File: src/rtl/vga_timing_gen.sv
// Parametrised VGA raster engine: pixel-enable divider, raster counters, a
// delay line that aligns sync/de with an external pixel source, and colour bars.
module vga_timing_gen #(
  parameter int CLK_DIV  = 2,
  parameter int H_ACTIVE = 640,
  parameter int H_FP     = 16,
  parameter int H_SYNC   = 96,
  parameter int H_BP     = 48,
  parameter int V_ACTIVE = 480,
  parameter int V_FP     = 10,
  parameter int V_SYNC   = 2,
  parameter int V_BP     = 33,
  parameter bit HS_POL   = 1'b0,
  parameter bit VS_POL   = 1'b0,
  parameter int PIPE_DLY = 2,
  parameter int CW       = 8,
  localparam int H_TOTAL = H_ACTIVE + H_FP + H_SYNC + H_BP,
  localparam int V_TOTAL = V_ACTIVE + V_FP + V_SYNC + V_BP,
  localparam int XW      = $clog2(H_TOTAL),
  localparam int YW      = $clog2(V_TOTAL)
) (
  input  logic          clk50MHz,
  input  logic          reset,
  input  logic          pattern_en,
  input  logic [CW-1:0] red_in,
  input  logic [CW-1:0] green_in,
  input  logic [CW-1:0] blue_in,
  output logic          pix_ce,
  output logic          pix_clk,
  output logic [XW-1:0] x,
  output logic [YW-1:0] y,
  output logic          active,
  output logic          frame_start,
  output logic          hsync,
  output logic          vsync,
  output logic          de,
  output logic [CW-1:0] red,
  output logic [CW-1:0] green,
  output logic [CW-1:0] blue
);

  localparam int DW = (CLK_DIV > 1) ? $clog2(CLK_DIV) : 1;
  localparam logic [DW-1:0] DIV_LAST = DW'(CLK_DIV - 1);
  localparam logic [DW-1:0] DIV_HALF = DW'(CLK_DIV / 2);

  localparam logic [XW-1:0] H_LAST = XW'(H_TOTAL - 1);
  localparam logic [XW-1:0] H_ACT  = XW'(H_ACTIVE);
  localparam logic [XW-1:0] HS_BEG = XW'(H_ACTIVE + H_FP);
  localparam logic [XW-1:0] HS_END = XW'(H_ACTIVE + H_FP + H_SYNC - 1);
  localparam logic [YW-1:0] V_LAST = YW'(V_TOTAL - 1);
  localparam logic [YW-1:0] V_ACT  = YW'(V_ACTIVE);
  localparam logic [YW-1:0] VS_BEG = YW'(V_ACTIVE + V_FP);
  localparam logic [YW-1:0] VS_END = YW'(V_ACTIVE + V_FP + V_SYNC - 1);

  localparam int BAR_W = (H_ACTIVE >= 8) ? H_ACTIVE / 8 : 1;
  localparam logic [XW-1:0] BAR_WX = XW'(BAR_W);

  // Everything the output stage needs about one pixel, including its frame's mode.
  typedef struct packed {
    logic       hs;
    logic       vs;
    logic       act;
    logic       pat;
    logic [2:0] bar;
  } bundle_t;

  localparam bundle_t IDLE = '0;

  logic [DW-1:0] div;
  logic [DW-1:0] div_nxt;
  logic [XW-1:0] hcount;
  logic [YW-1:0] vcount;
  logic [XW-1:0] bar_q;
  logic          mode;
  bundle_t       s0;
  bundle_t       dly;

  assign div_nxt = (div == DIV_LAST) ? '0 : div + DW'(1);
  assign pix_ce  = (div == DIV_LAST);

  always_ff @(posedge clk50MHz or posedge reset) begin
    if (reset) begin
      div     <= '0;
      pix_clk <= 1'b0;
    end else begin
      div     <= div_nxt;
      pix_clk <= (div_nxt < DIV_HALF);
    end
  end

  always_ff @(posedge clk50MHz or posedge reset) begin
    if (reset) begin
      hcount <= '0;
      vcount <= '0;
    end else if (pix_ce) begin
      if (hcount == H_LAST) begin
        hcount <= '0;
        vcount <= (vcount == V_LAST) ? '0 : vcount + YW'(1);
      end else begin
        hcount <= hcount + XW'(1);
      end
    end
  end

  assign x           = hcount;
  assign y           = vcount;
  assign active      = (hcount < H_ACT) && (vcount < V_ACT);
  assign frame_start = pix_ce && (hcount == '0) && (vcount == '0);

  always_ff @(posedge clk50MHz or posedge reset) begin
    if (reset)            mode <= 1'b0;
    else if (frame_start) mode <= pattern_en;
  end

  // The (0,0) pixel already belongs to the new frame, so it sees pattern_en directly.
  always_comb begin
    bar_q  = hcount / BAR_WX;
    s0.hs  = (hcount >= HS_BEG) && (hcount <= HS_END);
    s0.vs  = (vcount >= VS_BEG) && (vcount <= VS_END);
    s0.act = active;
    s0.pat = frame_start ? pattern_en : mode;
    s0.bar = (bar_q > XW'(7)) ? 3'd7 : bar_q[2:0];
  end

  generate
    if (PIPE_DLY == 0) begin : g_bypass
      assign dly = s0;
    end else begin : g_pipe
      bundle_t stage [PIPE_DLY];
      always_ff @(posedge clk50MHz or posedge reset) begin
        if (reset) begin
          for (int i = 0; i < PIPE_DLY; i++) stage[i] <= IDLE;
        end else if (pix_ce) begin
          stage[0] <= s0;
          for (int i = 1; i < PIPE_DLY; i++) stage[i] <= stage[i-1];
        end
      end
      assign dly = stage[PIPE_DLY-1];
    end
  endgenerate

  always_ff @(posedge clk50MHz or posedge reset) begin
    if (reset) begin
      hsync <= ~HS_POL;
      vsync <= ~VS_POL;
      de    <= 1'b0;
      red   <= '0;
      green <= '0;
      blue  <= '0;
    end else if (pix_ce) begin
      hsync <= dly.hs ? HS_POL : ~HS_POL;
      vsync <= dly.vs ? VS_POL : ~VS_POL;
      de    <= dly.act;
      if (!dly.act) begin
        red   <= '0;
        green <= '0;
        blue  <= '0;
      end else if (dly.pat) begin
        red   <= {CW{dly.bar[2]}};
        green <= {CW{dly.bar[1]}};
        blue  <= {CW{dly.bar[0]}};
      end else begin
        red   <= red_in;
        green <= green_in;
        blue  <= blue_in;
      end
    end
  end

endmodule
File: config.mk
export PLATFORM = sky130hd
export DESIGN_NAME = vga_timing_gen
export DESIGN_NICKNAME = d
export VERILOG_FILES = /design/src/rtl/vga_timing_gen.sv
export SDC_FILE = /design/constraint.sdc
export NUM_CORES = 1
export LEC_CHECK = 0
export CELL_PAD_IN_SITES_DETAIL_PLACEMENT = 1
export CELL_PAD_IN_SITES_GLOBAL_PLACEMENT = 2
export CORE_MARGIN = 10
export CORE_UTILIZATION = 27
export CTS_CLUSTER_DIAMETER = 150
export CTS_CLUSTER_SIZE = 25
export DETAILED_ROUTE_END_ITERATION = 8
export GPL_ROUTABILITY_DRIVEN = 0
export PLACE_DENSITY = 0.83
export RECOVER_POWER = 50
export SYNTH_ARGS = -nofsm -noshare
export SYNTH_HDL_FRONTEND = slang
export SYNTH_SLANG_ARGS = --single-unit
File: constraint.sdc
create_clock -name clk50MHz -period 1.8 [get_ports clk50MHz]
set_input_delay 0.27 -clock clk50MHz [delete_from_list [all_inputs] [get_ports clk50MHz]]
set_output_delay 0.27 -clock clk50MHz [all_outputs]
set_load 0.02 [all_outputs]
After elaboration in Yosys (flattened, before gate mapping)
Index checks and enable logic that the tools add are counted.

storage, ports and cells
  bits in registers = 64
  input bits = 27
  output and inout bits = 51
  word-level logic and storage cells = 56

cells by class
  add/subtract/negate cells = 3
  div/mod/pow operators = 1
  $lt $le $gt $ge = 8
  equality and inequality tests = 2
  mux-type cells = 13
  reduce and logical (&&, ||, !) cells = 8

operator list
  cell                                                             number
  two-way mux 8 bit                                                6
  adder 10 x 1 -> 10 bit, second input constant                    2
  == test 10 bit, second input constant                            2
  zero test 10 bit                                                 2
  two-way mux 10 bit                                               2
  divider 10 x 7 -> 10 bit, second input constant                  1
  >= comparator 10 bit, second input constant                      1
  >= comparator 10 x 9 -> 1 bit, second input constant             1
  greater-than comparator 10 x 3 -> 1 bit, second input constant   1
  less-or-equal comparator 10 bit, second input constant           1
  less-or-equal comparator 10 x 9 -> 1 bit, second input constant  1
  less-than comparator 10 bit, second input constant               1
  less-than comparator 10 x 9 -> 1 bit, second input constant      1
  logical AND 1 bit                                                5
  two-way mux 1 bit                                                4
  two-way mux 3 bit                                                1
  AND reduction 2 bit                                              1
  adder 1 bit, second input constant                               1
  less-than comparator 1 bit, second input constant                1

Logic depth before layout (Yosys ltp)
  depth after elaboration = 4
  depth in mapped cells = 6
  depth with buffers taken out = 6

Worst setup path before layout
No wires, ideal clock.

  path type = register to register
  start point = register hcount[1] (netlist: x[1])
  end point = register vcount[3] (netlist: y[3])
  setup time = 0.131 ns
  data arrival time = 1.827 ns
  data required time = 1.669 ns
  slack = -0.158 ns
  stages on the path, launching flop included = 6
  path buffers = 0
  clock period less this slack = 1.958 ns
  cell sequence = dfrtp_1 > ha_1 > nand4_2 > or3_1 > nor4_2 > nor2_1

between the ends
  word-level cells in the longest chain between the ends = 2

ends and longest elaborated chain
  what                           RTL line  RTL
  start: declaration             71        logic [XW-1:0] hcount;
  start signal: assignment       100       hcount <= hcount + XW'(1);
  == test 10 bit                 96        if (hcount == H_LAST) begin
  AND reduction 2 bit (no line)  n/a
  end signal: assignment         98        vcount <= (vcount == V_LAST) ? '0 : vcount + YW'(1);
  end: declaration               72        logic [YW-1:0] vcount;

No other way between the ends.
A chain may end at the register's enable or synchronous reset.

Final worst setup path
  start point = register hcount[1] (netlist: x[1])
  end point = output frame_start

between the ends
  word-level cells in the longest chain between the ends = 3

ends and longest elaborated chain
  what                             RTL line  RTL
  zero test 10 bit                 108       assign frame_start = pix_ce && (hcount == '0) && (vcount == '0);
  logical AND 1 bit (2 in series)  108
  end: declaration                 33        output logic frame_start,

No other way between the ends.

==> run_results.csv <==
group,metric,value,unit
status,status,"finished with violations",
status,violations,"negative setup slack",
placement,dp_hpwl,7.36,mm
route,dr.first_iter.drc_count,148,
die,dieWidth,126,um
final_layout,utilization,43.9,%
route,drtAntennaViolNets,0,
route,route.detailed.drc,0,
power,power.density,767,nW/um^2
worst_setup_path,worstReg2RegEnd,"mode$_DFF_PP0_",
cts,clkSinkCount,64,
yosys,synth-simple-area-share,15.1,%
final_layout,most-common-layout-cells,"clkdlybuf4s50_1 (66), dfrtp_1 (56), buf_4 (45), a21oi_1 (28), o2bb2ai_1 (25)",
power,switchingPower,749,uW
timing,worst_pin_slew,0.781,ns
final_layout,layout_commonest_cell,"clkdlybuf4s50_1",
power,combPwrFrac,6.2,%
worst_setup_path,arrival,1.70,ns
worst_setup_path,r2r_start,"y[9]$_DFFE_PP0P_",
route,totalWireLength,10.2,mm
min_path,hp-class,"reg2reg",
global_route,grt_pass1_vias,2972,
worst_setup_path,slowest_delay,0.42,ns
timing,hold_violations,0,
worst_setup_path,startpoint_type,"register",
yosys,syn-cell-area,3050,um^2
timing,max_slew_margin,47.7,%
cts,cts_buffers,9,
timing,skew,0.00573,ns
final_layout,final_layout_size_suffix_gt1_share,27.1,%
worst_setup_path,crit_cells,5,
cts,cts_htree_levels,3,
cts,cts_root_buf,"clkbuf_16",
global_route,antenna_found_initial,0,
route,via_per_inst,4.97,
min_path,min_from,"dly[6]$_DFFE_PP0P_",
global_route,gr-total-overflow,0,
die,core-area,10900,um^2
die,die_h,126,um
yosys,syn_nets,321,
die,initial_utilization,27.9,%
power,total_power,3680,uW
power,seq_power_share,40.4,%
cts,postCtsHoldBufs,0,
cts,cts_tree,"yes",
power,clkPwrFrac,53.4,%
worst_setup_path,endpoint_kind,"primary output",
route,dr.pass1.iters,4,
placement,io_buffers,77,
yosys,syn_avg_cell_area,10.5,um^2
yosys,synth_top_family_by_area,"compound AO/OA/AOI/OAI gates",
yosys,yosysSeqAreaShare,52.5,%
yosys,synthAdderAreaFrac,1.64,%
power,leakage,0.00203,uW
power,internal-power,2930,uW
worst_setup_path,path_class,"reg2out",
worst_setup_path,slowest_stage,"dfrtp_2",
power,vdd.ir_drop.worst,0.383,mV
yosys,synth-compound-area-share,18.6,%
final_layout,finalInstanceArea,4800,um^2
worst_setup_path,critical_path_required,1.53,ns
timing,fin_ws,-0.165,ns
yosys,synthMuxAreaShare,3.24,%
yosys,ys_warn_count,0,
cts,path_clk_slew,0.05,ns
worst_setup_path,r2r_slack,-0.10,ns
worst_setup_path,crit_fanout,2,
timing,maxSlewViolCount,0,
global_route,grt_usage,12.2,%
die,rows,38,
final_layout,diodes,0,
die,die_area,16000,um^2
timing,setup_viol,10,
worst_setup_path,r2r_cells,5,
global_route,grt_pass1_wl,16.0,mm
cts,clock_latency,0.32,ns
yosys,yosys.area_share.xor_xnor,3.44,%
yosys,syn-instance-count,290,
worst_setup_path,critical_path.top_delay_family,"simple AND/OR/NAND/NOR gates",
placement,place_area,4360,um^2
timing,post-route-min-period,1.97,ns
min_path,holdPathStages,1,
worst_setup_path,path_cells,"inv_1, ha_1, nor3b_2, and4b_1, buf_6",
final_layout,syn_to_final_growth,57.1,%
route,vias,2767,
timing,rsz0062_at_grt,"yes",
yosys,synth_edf_count,0,
yosys,synth_ff_type,"dfrtp_1",
route,drt-wirelength-per-cell,18.3,um
yosys,synth_top_area_share,50.8,%
yosys,ys_types,53,
die,io-pin-count,78,
yosys,synth_seq_cells,64,
cts,cts_buffer_depth,2,
worst_setup_path,path_buf_inv,2,
yosys,synth_top_area_cell,"dfrtp_1",
min_path,holdPathEnd,"hsync$_DFFE_PP1P_",
timing,period_share,109,%
timing,whs,0.422,ns
yosys,synth.area.top_cells,"dfrtp_1 (51%), o2bb2ai_1 (7.2%), a21oi_1 (4.6%), xnor2_1 (2.9%), mux2_2 (2.6%)",
power,swShare,20.3,%
global_route,grt_max_degree,33,
flow_run,max_cap_viol_count,0,
timing,max_clock_freq,509,MHz
final_layout,finalNetCount,443,
yosys,async_flop_share,100,%
power groups by stage:
| stage | Combinational (uW) | Clock, uW | Sequential, uW |
|---|---|---|---|
| final | 229 | 1960 | 1490 |
| after global routing | 251 | 2070 | 1490 |
| after CTS | 245 | 2000 | 1490 |
| after detailed placement | 243 | 0 | 1510 |
| after global placement | 238 | 0 | 1510 |
| after floorplan | 59.3 | 0 | 1550 |
per-stage QoR:
step           cells  worst slack (ns)  setup TNS, ns
3_3_place_gp     536            -0.327         -0.551
5_1_grt          557            -0.247          -2.07
3_5_place_dp     536            -0.311         -0.840
2_1_floorplan    290           -0.0299        -0.0299
4_1_cts          553            -0.174         -0.198
6_report         557            -0.165         -0.673
flip-flops by register name (all words and copies together) (netlist names):
| name | count |
|---|---|
| hsync | 1 |
| green | 8 |
| dly | 7 |
| blue | 8 |
| red | 8 |
| mode | 1 |
| y | 10 |
| g_pipe.stage | 7 |
| pix_ce | 1 |
| x | 10 |
| pix_clk | 1 |
| de | 1 |
| vsync | 1 |
timing repair:
action,4_1_cts,5_1_grt
gates resized for setup,21,28
setup endpoints to repair,17,23
pin swaps,4,10
gates cloned,0,0
buffers inserted,1,4
per-layer routing:
metal / GRT usage, % / wire length, um / vias to the layer above
met5: 0 / 0 / -
met3: 4.00 / 566 / 11
met1: 16.2 / 4730 / 1381
met4: 3.28 / 112 / 0
li1: - / - / 1301
met2: 18.6 / 4770 / 74
kinds of logic after synthesis:
| kind of cell | Yosys count |
|---|---|
| AND/OR/NAND/NOR | 77 |
| AO/OA/AOI/OAI | 84 |
| XOR/XNOR | 12 |
| adder cells (fa/ha/maj) | 4 |
| flip-flops | 64 |
| buffers and inverters | 40 |
| multiplexers | 9 |
worst reg2reg max path, delay by kind of cell (launching register included):
kind                   cells  cell delay [ns]
AND/OR/NAND/NOR            3             1.04
flip-flops                 1             0.37
AO/OA/AOI/OAI              1             0.21
buffers and inverters      1             0.15
worst max-delay path by stage:
stage,start,end
3_3_place_gp,y[2]$_DFFE_PP0P_,frame_start
5_1_grt,x[1]$_DFFE_PP0P_,frame_start
3_5_place_dp,y[2]$_DFFE_PP0P_,frame_start
6_report,x[1]$_DFFE_PP0P_,frame_start
4_1_cts,y[9]$_DFFE_PP0P_,frame_start
2_1_floorplan,y[4]$_DFFE_PP0P_,frame_start
area by class of cell:
type	instances	area, um^2
Fill cell	1233	6140
Sequential cell	64	1610
Multi-Input combinational cell	186	1410
Timing Repair Buffer	133	1200
Clock buffer	10	229
Tap cell	140	175
Clock inverter	6	108
Inverter	18	70.1
Yosys cell counts (all sizes together) (6+ instances only):
cell type  number
clkbuf         17
inv            18
o2bb2ai        25
nor2           17
nand4           6
mux2            7
nand3           9
a21oi          28
nand2          12
nor4            8
xnor2          10
o21ai          13
dfrtp          62
Note: power is estimated with default switching activity, not from simulation.
